**src/rtl/doorlock_pkg.sv**
```systemverilog
// rtl/doorlock_pkg.sv - LED pattern codes and scheduler state encoding shared by the door-lock LED path
package doorlock_pkg;

   localparam logic [1:0] LED_OFF   = 2'd0;
   localparam logic [1:0] LED_KEY   = 2'd1;
   localparam logic [1:0] LED_OK    = 2'd2;
   localparam logic [1:0] LED_ALARM = 2'd3;

   typedef enum logic {
      ST_IDLE = 1'b0,
      ST_SHOW = 1'b1
   } sched_state_t;

endpackage

```
**src/rtl/led_hold_cnt.sv**
```systemverilog
// rtl/led_hold_cnt.sv - loadable hold down-counter that saturates at zero
module led_hold_cnt #(
   parameter int CNT_W = 6
) (
   input  logic             clk,
   input  logic             rst_n,
   input  logic             load,
   input  logic [CNT_W-1:0] load_val,
   input  logic             dec,
   output logic             zero
);

   logic [CNT_W-1:0] cnt;

   always_ff @(posedge clk or negedge rst_n) begin
      if (!rst_n) begin
         cnt <= '0;
      end else if (load) begin
         cnt <= load_val;
      end else if (dec && (cnt != '0)) begin
         cnt <= cnt - 1'b1;
      end
   end

   assign zero = (cnt == '0);

endmodule

```
**src/rtl/led_sig_sched.sv**
```systemverilog
// rtl/led_sig_sched.sv - priority scheduler sharing the led_sig channel between key, OK and alarm patterns
module led_sig_sched
   import doorlock_pkg::*;
#(
   parameter int KEY_TICKS   = 3,
   parameter int OK_TICKS    = 20,
   parameter int ALARM_TICKS = 50,
   parameter int CNT_W       = 6
) (
   input  logic       clk_10hz_i,
   input  logic       rst_i,
   input  logic       key_req_i,
   input  logic       ok_req_i,
   input  logic       alarm_req_i,
   input  logic       alarm_clr_i,
   output logic       key_ack_o,
   output logic       ok_ack_o,
   output logic       alarm_ack_o,
   output logic [1:0] led_sig_o,
   output logic       busy_o,
   output logic       done_o
);

   localparam logic [CNT_W-1:0] KEY_LOAD   = CNT_W'(KEY_TICKS - 1);
   localparam logic [CNT_W-1:0] OK_LOAD    = CNT_W'(OK_TICKS - 1);
   localparam logic [CNT_W-1:0] ALARM_LOAD = CNT_W'(ALARM_TICKS - 1);

   sched_state_t     state;
   logic             pend_key, pend_ok, pend_alarm;
   logic             alarm_live;
   logic             grant_key, grant_ok, grant_alarm, grant_any;
   logic             finish;
   logic             cnt_load, cnt_dec, cnt_zero;
   logic [CNT_W-1:0] cnt_load_val;
   logic [1:0]       grant_code;

   // A clear on the same edge cancels a pending alarm before it can be granted.
   assign alarm_live = pend_alarm && !alarm_clr_i;

   always_comb begin
      grant_key    = 1'b0;
      grant_ok     = 1'b0;
      grant_alarm  = 1'b0;
      finish       = 1'b0;
      cnt_dec      = 1'b0;
      if (state == ST_IDLE) begin
         if (alarm_live)    grant_alarm = 1'b1;
         else if (pend_ok)  grant_ok    = 1'b1;
         else if (pend_key) grant_key   = 1'b1;
      end else begin
         if (alarm_clr_i && (led_sig_o == LED_ALARM)) finish      = 1'b1;
         else if (alarm_live)                         grant_alarm = 1'b1;
         else if (cnt_zero)                           finish      = 1'b1;
         else                                         cnt_dec     = 1'b1;
      end
   end

   always_comb begin
      grant_code   = LED_KEY;
      cnt_load_val = KEY_LOAD;
      if (grant_alarm) begin
         grant_code   = LED_ALARM;
         cnt_load_val = ALARM_LOAD;
      end else if (grant_ok) begin
         grant_code   = LED_OK;
         cnt_load_val = OK_LOAD;
      end
   end

   assign grant_any = grant_key || grant_ok || grant_alarm;
   assign cnt_load  = grant_any;

   led_hold_cnt #(.CNT_W(CNT_W)) u_hold_cnt (
      .clk      (clk_10hz_i),
      .rst_n    (rst_i),
      .load     (cnt_load),
      .load_val (cnt_load_val),
      .dec      (cnt_dec),
      .zero     (cnt_zero)
   );

   always_ff @(posedge clk_10hz_i or negedge rst_i) begin
      if (!rst_i) begin
         state       <= ST_IDLE;
         pend_key    <= 1'b0;
         pend_ok     <= 1'b0;
         pend_alarm  <= 1'b0;
         key_ack_o   <= 1'b0;
         ok_ack_o    <= 1'b0;
         alarm_ack_o <= 1'b0;
         led_sig_o   <= LED_OFF;
         busy_o      <= 1'b0;
         done_o      <= 1'b0;
      end else begin
         // A request arriving on the granting edge survives the grant.
         pend_key    <= (pend_key && !grant_key) || key_req_i;
         pend_ok     <= (pend_ok && !grant_ok) || ok_req_i;
         pend_alarm  <= !alarm_clr_i && ((pend_alarm && !grant_alarm) || alarm_req_i);
         key_ack_o   <= grant_key;
         ok_ack_o    <= grant_ok;
         alarm_ack_o <= grant_alarm;
         done_o      <= finish;
         if (grant_any) begin
            state     <= ST_SHOW;
            led_sig_o <= grant_code;
            busy_o    <= 1'b1;
         end else if (finish) begin
            state     <= ST_IDLE;
            led_sig_o <= LED_OFF;
            busy_o    <= 1'b0;
         end
      end
   end

endmodule

```
**config.mk**
```make
export PLATFORM = sky130hd
export DESIGN_NAME = led_sig_sched
export DESIGN_NICKNAME = d
export VERILOG_FILES = /design/src/rtl/doorlock_pkg.sv /design/src/rtl/led_hold_cnt.sv /design/src/rtl/led_sig_sched.sv
export SDC_FILE = /design/constraint.sdc
export NUM_CORES = 1
export LEC_CHECK = 0
export CORE_MARGIN = 1.5
export CORE_UTILIZATION = 53
export CTS_BUF_LIST = sky130_fd_sc_hd__clkbuf_8 sky130_fd_sc_hd__clkbuf_16
export DETAILED_ROUTE_END_ITERATION = 12
export DONT_BUFFER_PORTS = 1
export PLACE_DENSITY = 0.71
export REMOVE_ABC_BUFFERS = 1
export SYNTH_ARGS = -nofsm -noshare
export SYNTH_HDL_FRONTEND = slang
export SYNTH_HIERARCHICAL = 1
export SYNTH_SLANG_ARGS = --single-unit
```
**constraint.sdc**
```tcl
create_clock -name clk_10hz_i -period 2.2 [get_ports clk_10hz_i]
set_input_delay 0.22 -clock clk_10hz_i [delete_from_list [all_inputs] [get_ports clk_10hz_i]]
set_output_delay 0.22 -clock clk_10hz_i [all_outputs]
set_load 0.01 [all_outputs]
```
==> summary.txt <==
Placement
  – HPWL after DPL: 1142 µm
  – Last weighted congestion value of the routability-driven placer: 0.8491
  – I/O Buffers: 0

Critical path
  – Worst reg2reg setup slack: -0.01 ns
  – Biggest fanout along the worst timing path: 3
  – Kind of cell adding the most delay to the critical path: simple AND/OR/NAND/NOR gates
  – CP bufs+invs: 1
  – Cell mode on critical path: sky130_fd_sc_hd__nor2_2
  – CP max stage cell: sky130_fd_sc_hd__or4_4
  – Critical path data required time: 2.35 ns
  – Reg2Reg Launch Point: u_hold_cnt/cnt[1]
  – Critical register-to-register path endpoint: u_hold_cnt/cnt[5]
  – Sort of element at the start of the critical path: flip-flop
  – Data arrival at the endpoint of the critical path: 2.37 ns
  – Sequence of cells on the critical path: inv_2 > ha_4 > nand2b_4 > nor2_2 > and2b_1 > nand2_2 > nor2_2 > or3b_4 > or4_4 > a31oi_1
  – Stage delay of the slowest cell on the critical path: 0.43 ns
  – CP startpoint: u_hold_cnt/cnt[1]
  – Kind of critical path: flip-flop to flip-flop
  – Crit path capture type: flip-flop
  – Path depth of the worst reg2reg path: 10

STA
  – Max-slew headroom: 53.18%
  – Number of setup violations in the final report: 1
  – Worst-margin pin slew: 0.7000 ns
  – Final-report hold violation count: 0
  – Worst-case clock skew: 0.0007845 ns
  – Setup_tns: -0.01440 ns
  – Final cycle utilization of the critical path: 100.7%
  – Total count of max-transition violations in the final report: 0
  – RSZ-0062 raised after global routing: yes
  – Maximum clock frequency: 0.4516 GHz
  – Period minus WS final: 2.214 ns
  – Smallest setup slack after layout: -0.01440 ns

Hold path
  – Endpoint, Worst Hold: pend_key
  – Depth of the worst hold-timing path: 1
  – Hold WC Path Type: input pin to flip-flop
  – Origin of the worst min-delay path: key_req_i

Final layout
  – Final-stage net count: 111
  – Leading registers by flop count: u_hold_cnt/cnt: 6 flops, led_sig_o: 2 flops
  – Number of diodes added for antenna fixing: 0
  – Number of flip-flops in the largest register: 6
  – Most frequent standard cell in the layout excluding fill and tap cells: sky130_fd_sc_hd__dfrtp_1
  – Core occupancy in the finished layout: 68.66%
  – Biggest register: u_hold_cnt/cnt
  – Commonest cells after routing, fill and taps aside: 16 x sky130_fd_sc_hd__dfrtp_1, 14 x sky130_fd_sc_hd__buf_4, 7 x sky130_fd_sc_hd__nand2_1, 5 x sky130_fd_sc_hd__nand2b_1, 5 x sky130_fd_sc_hd__nor2_1
  – Syn-to-layout area delta: 23.41%
  – Fraction of layout instances using a drive strength above 1: 31.68%

Run status
  – Failing checks: setup timing
  – Status: finished, violations left

GRT
  – Total routing resource utilization after global routing: 20.83%
  – Residual overflow from global routing: 0
  – Global-route wire length before repair: 2766 µm
  – Vias in the first global route: 614
  – Largest net degree at the start of global routing: 17
  – Initial antenna violation count: 0

Detailed routing
  – Number of antenna-violating nets in the routed design: 0
  – Detailed Route Iter0 Violations: 13
  – Number of detailed-route iterations in the first pass: 3
  – Average via count per standard cell: 5.726
  – Wirelength, routed: 1794 µm
  – DRC violation count after routing: 0
  – Routed wire length per instance: 15.33 µm
  – Total number of vias: 670

Synthesis
  – Syn avg cell area: 9.745 µm²
  – Warning count from the yosys run: 6
  – Gate count of the mapped netlist: 85
  – Top area cells in the synthesized netlist: sky130_fd_sc_hd__dfrtp_1 48%, sky130_fd_sc_hd__nand2b_1 4.5%, sky130_fd_sc_hd__nand2_1 3.6%
  – Yosys top cell by area: sky130_fd_sc_hd__dfrtp_1
  – Library cells used by synthesis: 35
  – Flops & latches, synth: 16
  – Share of the synthesized area in the top cell type: 48.34%
  – Netlist area before placement: 828.3 µm²
  – Proportion of synthesized chip area in sequential cells: 48.34%

Clocking
  – Number of buffers inserted during clock tree synthesis: 3
  – Max Buffers Root-to-Sink: 2
  – H-tree depth: 1
  – Buffer cell driving the clock tree root: sky130_fd_sc_hd__clkbuf_8
  – CTS tree: done
  – Clock transition at the register clock pins on the worst setup and hold paths after CTS: 0.06 ns
  – Clock net sink count: 16
  – Skew-Pair Late Insertion Delay: 0.24 ns

Floorplan
  – Row count: 14
  – DIE AREA: 1809 µm²
  – Die extent in y: 42.53 µm
  – Overall die width: 42.53 µm
  – Core area: 1489 µm²
  – Top Ports: 13
  – Effective utilization at floorplan: 55.63%

Job
  – Max-capacitance violation count: 0

Power and ir drop
  – Worst IR drop on VDD: 0.7070 mV
  – Total power divided by cell area: 1458 nW/µm²
  – Leakage power of the design: 0.4650 nW
[cells by family (layout without fill, tap and decap cells)]
logic type,count (synthesis),in the layout,synth area share [%]
AND/OR/NAND/NOR,37,37,25.08
flip-flops,16,16,48.34
adder cells (fa/ha/maj),2,2,3.021
buffers and inverters,8,23,4.984
AO/OA/AOI/OAI,21,21,18.13
other,1,2,0.4527
[routing by layer]
layer	routed length (µm)	vias up	track usage (%)
li1	-	334	-
met1	856	317	27.90
met2	834	15	32.92
met3	63	4	4.741
met4	39	0	7.500
met5	0	-	0
[metrics by stage]
stage	setup slack [ns]	cell area, µm²	total power [mW]	std cells	hold slack [ns]
after global routing	-0.08567	1022	1.586	117	0.06412
after floorplan	-0.1697	812.0	0.8907	83	-0.07559
after CTS	-0.003922	980.9	1.386	114	0.06478
after global placement	0.02630	907.1	1.094	109	-0.07530
final	-0.01440	1022	1.491	117	0.06518
after detailed placement	-0.02354	907.1	1.115	109	-0.07529
[power breakdown]
part	internal, mW	switching (mW)
Clock	0.121	0.0919
Sequential	0.406	0.0941
Combinational	0.388	0.390
Total	0.915	0.576
[Yosys cell counts (all sizes together)]
cell	number
nor3b	1
nand2b	6
or4	3
inv	5
and2	1
a21oi	2
o211a	1
or3	1
nand2	9
a21o	2
buf	3
a31oi	2
dfrtp	16
or3b	3
o31ai	2
and2b	2
ha	2
nand3	3
and3	1
conb	1
o21ai	4
a2bb2oi	1
o2111ai	2
o22ai	1
o211ai	3
o2bb2ai	1
nor2	7
[worst register-to-register path: stages, from the launching register on]
cell and delay (ns):
sky130_fd_sc_hd__dfrtp_1 0.36, sky130_fd_sc_hd__inv_2 0.06, sky130_fd_sc_hd__ha_4 0.17, sky130_fd_sc_hd__nand2b_4 0.07, sky130_fd_sc_hd__nor2_2 0.03, sky130_fd_sc_hd__and2b_1 0.22
sky130_fd_sc_hd__nand2_2 0.07, sky130_fd_sc_hd__nor2_2 0.09, sky130_fd_sc_hd__or3b_4 0.39, sky130_fd_sc_hd__or4_4 0.43, sky130_fd_sc_hd__a31oi_1 0.22
[what timing repair did]
item                       4_1_cts  5_1_grt
gates resized for setup          5        5
setup endpoints to repair        2        2
buffers inserted                 1        3
hold buffers                     1        0
hold endpoints to repair        16        0
pin swaps                        2        3
[worst max path at each step]
stage / cells after the start / endpoint / slack, ns
2_1_floorplan: 10 / u_hold_cnt/cnt[3] / -0.17
3_3_place_gp: 10 / u_hold_cnt/cnt[3] / 0.03
3_5_place_dp: 10 / u_hold_cnt/cnt[3] / -0.02
4_1_cts: 10 / u_hold_cnt/cnt[5] / -0.004
5_1_grt: 10 / u_hold_cnt/cnt[5] / -0.09
6_report: 10 / u_hold_cnt/cnt[5] / -0.01
[layout make-up]
class | count | area (µm²)
well taps | 16 | 20.02
clock buffers | 3 | 41.29
flip-flops and latches | 16 | 400.4
repair buffers | 15 | 115.1
inverters | 5 | 21.27
fillers | 109 | 466.7
multi-input cells | 62 | 424.2
No activity file was read; power rests on OpenSTA's default activity.
